$ cat src/rtl/seq_divider_pkg.sv
// Shared types and constants for the sequential restoring divider.
// Holds the one-hot FSM encoding, the counter-width helper and default sizes.
package seq_divider_pkg;

  localparam int DEF_NUM_W = 20;
  localparam int DEF_DEN_W = 14;
  localparam int DEF_Q_W   = 9;
  localparam int DEF_ROUND = 1;

  typedef enum logic [2:0] {
    IDLE   = 3'b001,
    CALC   = 3'b010,
    FINISH = 3'b100
  } state_t;

  // Bits needed to count 0..v-1; never less than one.
  function automatic int clog2(input int v);
    int r;
    r = 1;
    while ((1 << r) < v) r++;
    return r;
  endfunction

endpackage

$ cat src/rtl/seq_divider_step.sv
// One restoring-division iteration: shift a dividend bit into the partial
// remainder and subtract the divisor when it fits.
module div_step #(
  parameter int DEN_W = 14
) (
  input  logic [DEN_W:0]   p_in,
  input  logic             bit_in,
  input  logic [DEN_W-1:0] divisor,
  output logic [DEN_W:0]   p_out,
  output logic             q_bit
);

  logic [DEN_W:0] shifted;

  // The dropped MSB of p_in only ever means "shifted value exceeds divisor".
  always_comb begin
    shifted = {p_in[DEN_W-1:0], bit_in};
    q_bit   = p_in[DEN_W] | (shifted >= {1'b0, divisor});
    p_out   = q_bit ? (shifted - {1'b0, divisor}) : shifted;
  end

endmodule

$ cat src/rtl/seq_divider.sv
// Multi-cycle unsigned divider with start/busy/done handshake, optional
// round-half-up, quotient saturation and divide-by-zero reporting.
module seq_divider
  import seq_divider_pkg::*;
#(
  parameter int NUM_W = DEF_NUM_W,
  parameter int DEN_W = DEF_DEN_W,
  parameter int Q_W   = DEF_Q_W,
  parameter int ROUND = DEF_ROUND
) (
  input  logic             clk,
  input  logic             rst,
  input  logic             start,
  input  logic [NUM_W-1:0] dividend,
  input  logic [DEN_W-1:0] divisor,
  output logic             busy,
  output logic             done,
  output logic [Q_W-1:0]   quotient,
  output logic [DEN_W-1:0] remainder,
  output logic             div_by_zero,
  output logic             overflow
);

  localparam int CNT_W = clog2(NUM_W);

  state_t           state, state_nx;
  logic [DEN_W:0]   p_r, p_nx;
  logic [NUM_W-1:0] q_r;
  logic [DEN_W-1:0] dsr_r;
  logic [CNT_W-1:0] cnt;
  logic             zero_r;
  logic             q_bit;
  logic [NUM_W:0]   q_full;
  logic             round_up;
  logic             sat;

  div_step #(.DEN_W(DEN_W)) u_step (
    .p_in    (p_r),
    .bit_in  (q_r[NUM_W-1]),
    .divisor (dsr_r),
    .p_out   (p_nx),
    .q_bit   (q_bit)
  );

  always_ff @(posedge clk or posedge rst) begin
    if (rst) state <= IDLE;
    else     state <= state_nx;
  end

  always_comb begin
    state_nx = state;
    case (state)
      IDLE:    if (start) state_nx = (divisor == '0) ? FINISH : CALC;
      CALC:    if (cnt == '0) state_nx = FINISH;
      FINISH:  state_nx = IDLE;
      default: state_nx = IDLE;
    endcase
  end

  assign busy = (state != IDLE);

  // Remainder is always < divisor here, so 2*P fits in DEN_W+1 bits plus the guard MSB.
  always_comb begin
    round_up = 1'b0;
    if (ROUND != 0)
      round_up = p_r[DEN_W] | ({p_r[DEN_W-1:0], 1'b0} >= {1'b0, dsr_r});
    q_full = {1'b0, q_r} + (NUM_W+1)'(round_up);
    sat    = |q_full[NUM_W:Q_W];
  end

  always_ff @(posedge clk or posedge rst) begin
    if (rst) begin
      p_r         <= '0;
      q_r         <= '0;
      dsr_r       <= '0;
      cnt         <= '0;
      zero_r      <= 1'b0;
      done        <= 1'b0;
      quotient    <= '0;
      remainder   <= '0;
      div_by_zero <= 1'b0;
      overflow    <= 1'b0;
    end else begin
      done <= 1'b0;
      case (state)
        IDLE: if (start) begin
          dsr_r  <= divisor;
          zero_r <= (divisor == '0);
          p_r    <= '0;
          q_r    <= dividend;
          cnt    <= CNT_W'(NUM_W - 1);
        end
        CALC: begin
          p_r <= p_nx;
          q_r <= {q_r[NUM_W-2:0], q_bit};
          if (cnt != '0) cnt <= cnt - 1'b1;
        end
        FINISH: begin
          done <= 1'b1;
          if (zero_r) begin
            quotient    <= '1;
            remainder   <= '0;
            div_by_zero <= 1'b1;
            overflow    <= 1'b0;
          end else begin
            quotient    <= sat ? '1 : q_full[Q_W-1:0];
            remainder   <= p_r[DEN_W-1:0];
            div_by_zero <= 1'b0;
            overflow    <= sat;
          end
        end
        default: ;
      endcase
    end
  end

endmodule

$ cat config.mk
export PLATFORM = sky130hd
export DESIGN_NAME = seq_divider
export DESIGN_NICKNAME = d
export VERILOG_FILES = /design/src/rtl/seq_divider_pkg.sv /design/src/rtl/seq_divider_step.sv /design/src/rtl/seq_divider.sv
export SDC_FILE = /design/constraint.sdc
export NUM_CORES = 1
export LEC_CHECK = 0
export ABC_AREA = 1
export CAP_MARGIN = 20
export CELL_PAD_IN_SITES_DETAIL_PLACEMENT = 1
export CELL_PAD_IN_SITES_GLOBAL_PLACEMENT = 2
export CORE_MARGIN = 1.5
export CORE_UTILIZATION = 34
export DETAILED_ROUTE_END_ITERATION = 10
export MAX_ROUTING_LAYER = met4
export PLACE_DENSITY = 0.95
export SLEW_MARGIN = 0
export SYNTH_ARGS = -nofsm -noshare
export SYNTH_HDL_FRONTEND = slang
export SYNTH_SLANG_ARGS = --single-unit
$ cat constraint.sdc
create_clock -name clk -period 4.22 [get_ports clk]
set_input_delay 0.422 -clock clk [delete_from_list [all_inputs] [get_ports clk]]
set_output_delay 0.422 -clock clk [all_outputs]
set_load 0.02 [all_outputs]
Word-level counts from Yosys, hierarchy flattened
Index checks and enable logic that the tools add are counted.

Bits of input ports: 37. Word-level logic and storage cells: 52. Register bits after elaboration: 84. Output and inout port bits: 27.

Reductions and logical operators: 9. Order comparisons: 2. Bitwise logic cells: 2. Equality and inequality tests: 7. Multiplexer cells: 18. $add $sub $neg: 3.

Operator list (number): one-hot mux 20 bit (2 select lines) (1); >= comparator 15 x 14 -> 1 bit (2); 2-to-1 mux 15 bit (2); one-hot mux 15 bit (2 select lines) (1); adder 20 x 1 -> 21 bit (1); 2-to-1 mux 20 bit (1); 2-to-1 mux 9 bit (2); subtractor 15 x 14 -> 15 bit (1); zero test 14 bit (1); 2-to-1 mux 14 bit (1); OR reduction 12 bit (1); 2-to-1 mux 5 bit (2); one-hot mux 5 bit (2 select lines) (1); 2-to-1 mux 3 bit (3); inequality test 2 bit, second input constant (3); one-hot mux 3 bit (2 select lines) (1); AND reduction 2 bit (3); zero test 5 bit (1); nonzero test 5 bit (1); subtractor 5 x 1 -> 5 bit, second input constant (1); equality test 3 x 1 -> 1 bit, second input constant (1); equality test 3 x 2 -> 1 bit, second input constant (1); equality test 3 bit, second input constant (1); 2-to-1 mux 1 bit (3); 4 further kinds (5).

Longest topological paths before layout
Depth in word-level cells: 6. Mapped depth: 22. Mapped depth without buffers: 22.

Hierarchy
From an unflattened synthesis, not the netlist that was laid out.

Cell total of the unflattened synthesis: 755. Area, all modules: 5532.8 um2.

Modules (own cells, without submodules): seq_divider (sequential area each 2103.3 um2, area each 4280.4 um2, instances 1, cells an instance 516); div_step (sequential area each 0.0 um2, area each 1252.5 um2, instances 1, cells an instance 239).

Worst setup path before layout
OpenSTA, ideal clock, no wires.

Kind: reg-to-reg. Start point: reg p_r[11]. End point: reg quotient[0]. Data required time: 4.107 ns. Period minus slack after synthesis: 2.716 ns. Setup time: 0.113 ns. Arrival time: 2.603 ns. Setup slack: 1.504 ns. Stages on the path, launching flop included: 20. Path buffers: 0. Cells stage by stage: dfrtp_1 -> ha_1 -> nand2_1 -> nor3_1 -> and2_1 -> nand2_1 -> nand3_1 -> ha_1 -> ha_1 -> nand2_2 -> nor2_4 -> nand2_2 -> o21ai_1 -> nand2_1 -> nor2_1 -> nand2_1 -> nor2_4 -> nand3_1 -> nand2_1 -> inv_1.

Word-level cells in the longest chain between the ends: 6.

RTL lines: from (decl) (RTL line seq_divider.sv:27) `logic [DEN_W:0] p_r, p_nx;`; from (signal assigned) (RTL line seq_divider.sv:94) `p_r <= p_nx;`; >= comparator 15 x 14 -> 1 bit * (RTL line seq_divider.sv:66) `round_up = p_r[DEN_W] | ({p_r[DEN_W-1:0], 1'b0} >= {1'b0, dsr_r});`; OR 1 bit * (RTL line seq_divider.sv:66); adder 20 x 1 -> 21 bit * (RTL line seq_divider.sv:67) `q_full = {1'b0, q_r} + (NUM_W+1)'(round_up);`; OR reduction 12 bit (RTL line seq_divider.sv:68) `sat = |q_full[NUM_W:Q_W];`; 2-to-1 mux 9 bit * (RTL line seq_divider.sv:106) `quotient <= sat ? '1 : q_full[Q_W-1:0];`; 2-to-1 mux 9 bit * (RTL line seq_divider.sv:100) `if (zero_r) begin`; to (signal assigned) (RTL line seq_divider.sv:106); to (decl) (RTL line seq_divider.sv:18) `output logic [Q_W-1:0] quotient,`.

Mark *: on every way between the ends. The rest lies on a longest branch, timed or not. A chain may end at the register's enable or synchronous reset.

Worst setup path after layout
Start point: reg p_r[11]. End point: reg quotient[4].

Same word-level chain as after synthesis.

==> impl_results.md <==
* Area of placed instances at approximately 5800 um^2
* DP HPWL at roughly 12000 um
* Layout cells sized above 1 at under 10%
* Clk root buf: clkbuf_16
* P&R area growth vs syn at 22.63%
* Largest net degree at the start of global routing at 38
* Number of cell rows at between 40 and 50
* Cell Area, Synth at about 5000 um^2
* Synth warn at 0
* Crit Path Max Fanout at 10
* Outcome: finished clean
* Vias in the first global route at between 5000 and 6000
* H-tree depth at 3
* Pwr Density at 831.0 nW/um^2
* Final hold vios at 0
* Placed cell count at between 900 and 1000
* Tcrit/Tclk final at between 70% and 80%
* Core ar. at ~14000 um^2
* M1 GR Usage at a little over a quarter
* Lkg Pwr at 2.982 nW
* Final nets at approximately 810
* Slew Viols, Final at 0
* Initial antenna violation count at 0
* # DRC at 0
* CTS Buffer Depth at 2
* # IOs at 64
* CTS tree: done
* CP bufs+invs at 1
* Most used routing layer: met2
* Number of post-CTS setup repair buffers at 0
* Slowest stage delay, CP at around 400 ps
* Power Total at ~5 mW
* Cells along the critical path: ha_1, nand2_1, nor3_1, and2_1, nand2_1, nand3_1, ha_1, ha_1, nand2_2, nor2_4, nand2_2, o21ai_1, nand2_1, nor2_1, nand2_1, nor2_4, nand3_1, nand2_1, inv_1
* Drt pass-1 iters at 4
* Max cap viols at 0
* Final setup viols at 0
* Most common cell after layout, fill and taps aside: nand2_1
* Flop and latch count out of synthesis at 84
* Post-synthesis sequential area ratio at 42.36%
* Post-Layout Cell Count at about 930
* Crit path kind: reg2reg
* Final Critical Period at around 3300 ps
* DR WL/cell at ~17 um
* Synth cell types at 37
* CTS clk-pin slew, worst paths at 60 ps
* Hold WC Path Type: reg2reg
* Later-pin clock latency in the skew report at around 340 ps
* GR Util met2 at between 30% and 40%
* Vert. Die Dim at 123.8 um
* Cell count after synthesis at a little under 700
* CP startpoint kind: flop
* Slew @ Worst Pin at 949.5 ps
* CP endpoint kind: flop
* All-layer global routing usage at 22.39%
* Vias/cell at between 5 and 6
* WP data required at roughly 4500 ps
* Chip width at ~120 um
* N_diodes at 0
* Syn nets at approximately 740
* RSZ-0062 raised after global routing: no
* Initial DRC Count at about 200
* Avg Cell Area, Syn at 7.237 um^2
* Top delay family on crit path: simple AND/OR/NAND/NOR gates
* Most frequent cells in the layout: 209 x nand2_1, 85 x inv_1, 83 x dfrtp_1
* Antenna viol nets, final at 0
* F_max at roughly 300 MHz
* Data arrival, critical path at between 3000 and 4000 ps
* Initial Util at a little over a third
* Global-route wire length before repair at ~25000 um
* Most used cell, CP: nand2_1
* WL final at 15500 um
* CP max stage cell: dfrtp_1
* Routed vias at approximately 4800
* Worst VDD drop at 0.2669 mV
* Clk sinks at 84
* Overflow left after global routing at 0
* CTS buffer count at 9
* Met3 GRT Util at 3.892%
* Die area at 15340 um^2
* GP Congestion at about 0.88
* Hold-fix buffers, CTS at 0
* Post-CTS Resized at 0
* Design area at slightly above 6000 um^2
* Fill cells at roughly 1700
* Worst relative slew slack at about 36%
* PortBufs at 63
* Fin Setup TNS at 0 ps
* Clock skew at about 7.5 ps
## state kept, by name (all words and copies together), names as in the netlist
register,count
dsr_r,14
p_r,15
remainder,14
done,1
q_r,20
overflow,1
cnt,5
quotient,9
div_by_zero,1
zero_r,1
state,3
## power by group
part,total [mW],leakage [nW],switching (mW),internal (mW)
logic,2.83,1.80,1.84,0.991
clock network,0.782,0.140,0.310,0.471
registers,1.45,1.04,0.296,1.15
## cell usage after synthesis (all sizes together)
library cell / count / share of area (%)
nand3: 48 / 4.8
buf: 6 / 0.76
and2: 1 / 0.13
nor3: 7 / 0.71
nand3b: 1 / 0.15
dfstp: 1 / 0.53
a31oi: 1 / 0.13
inv: 88 / 6.7
clkinv: 1 / 0.076
o31ai: 1 / 0.15
o211ai: 1 / 0.15
ha: 18 / 4.5
dfrtp: 83 / 42
a21o: 1 / 0.15
xor2: 5 / 0.88
o211a: 1 / 0.20
fa: 1 / 0.40
nor4: 2 / 0.25
a21oi: 33 / 3.3
xnor2: 5 / 0.88
a22oi: 1 / 0.15
nand4: 10 / 1.3
o22ai: 18 / 2.3
nand2: 212 / 16
o21a: 1 / 0.15
nor2: 71 / 6.4
or2: 10 / 1.3
o21ai: 47 / 4.7
clkbuf: 11 / 0.83
## metal layers
layer / vias up / wire length (um)
met5: - / 0
met4: 0 / 410
met3: 24 / 574
met2: 87 / 7751
met1: 2320 / 6761
li1: 2323 / -
## final timing paths
path,start,endpoint,slack [ps],cells past startpoint
min in group asynchronous,rst,p_r[2],500,2
hold reg to reg,remainder[2],remainder[2],480,2
setup reg to reg,p_r[11],quotient[4],880,19
hold / removal,remainder[2],remainder[2],480,2
setup / recovery,p_r[11],quotient[4],880,19
max in group asynchronous,rst,state[0],2850,3
## kinds of logic after synthesis
family          Yosys count  share of synthesized area (%)
xor+xnor                 10                          1.764
flops                    84                          42.36
fa+ha+maj                19                          4.940
buf+inv                 106                          8.316
simple gates            362                          31.20
compound gates          105                          11.42
## worst register-to-register path, delay by kind of cell, from the launching register on
kind	cells	cell delay, ps
and+or+nand+nor	14	1850
adders and majority gates	3	800
DFF	1	400
AOI/OAI and AO/OA	1	140
buffers and inverters	1	40
## through the flow
step / util, % / setup WS [ps] / hold slack, ps
2_1_floorplan: - / 1504 / 449.4
3_3_place_gp: 41.33 / 1024 / 467.2
3_5_place_dp: 41.33 / 869.4 / 474.8
4_1_cts: 43.36 / 831.9 / 489.4
5_1_grt: 43.36 / 556.8 / 524.9
6_report: 43.36 / 883.1 / 480.1
## final cells by class
class                           instances  area (um^2)  area share [%]
Sequential cell                        84         2103           34.55
Inverter                               89        335.3           5.508
Clock buffer                           13        250.2           4.110
Multi-Input combinational cell        496         2456           40.34
Timing Repair Buffer                   70        683.2           11.22
Clock inverter                          2        35.03          0.5754
Tap cell                              180        225.2           3.699
(Power assumes the default switching activity.)
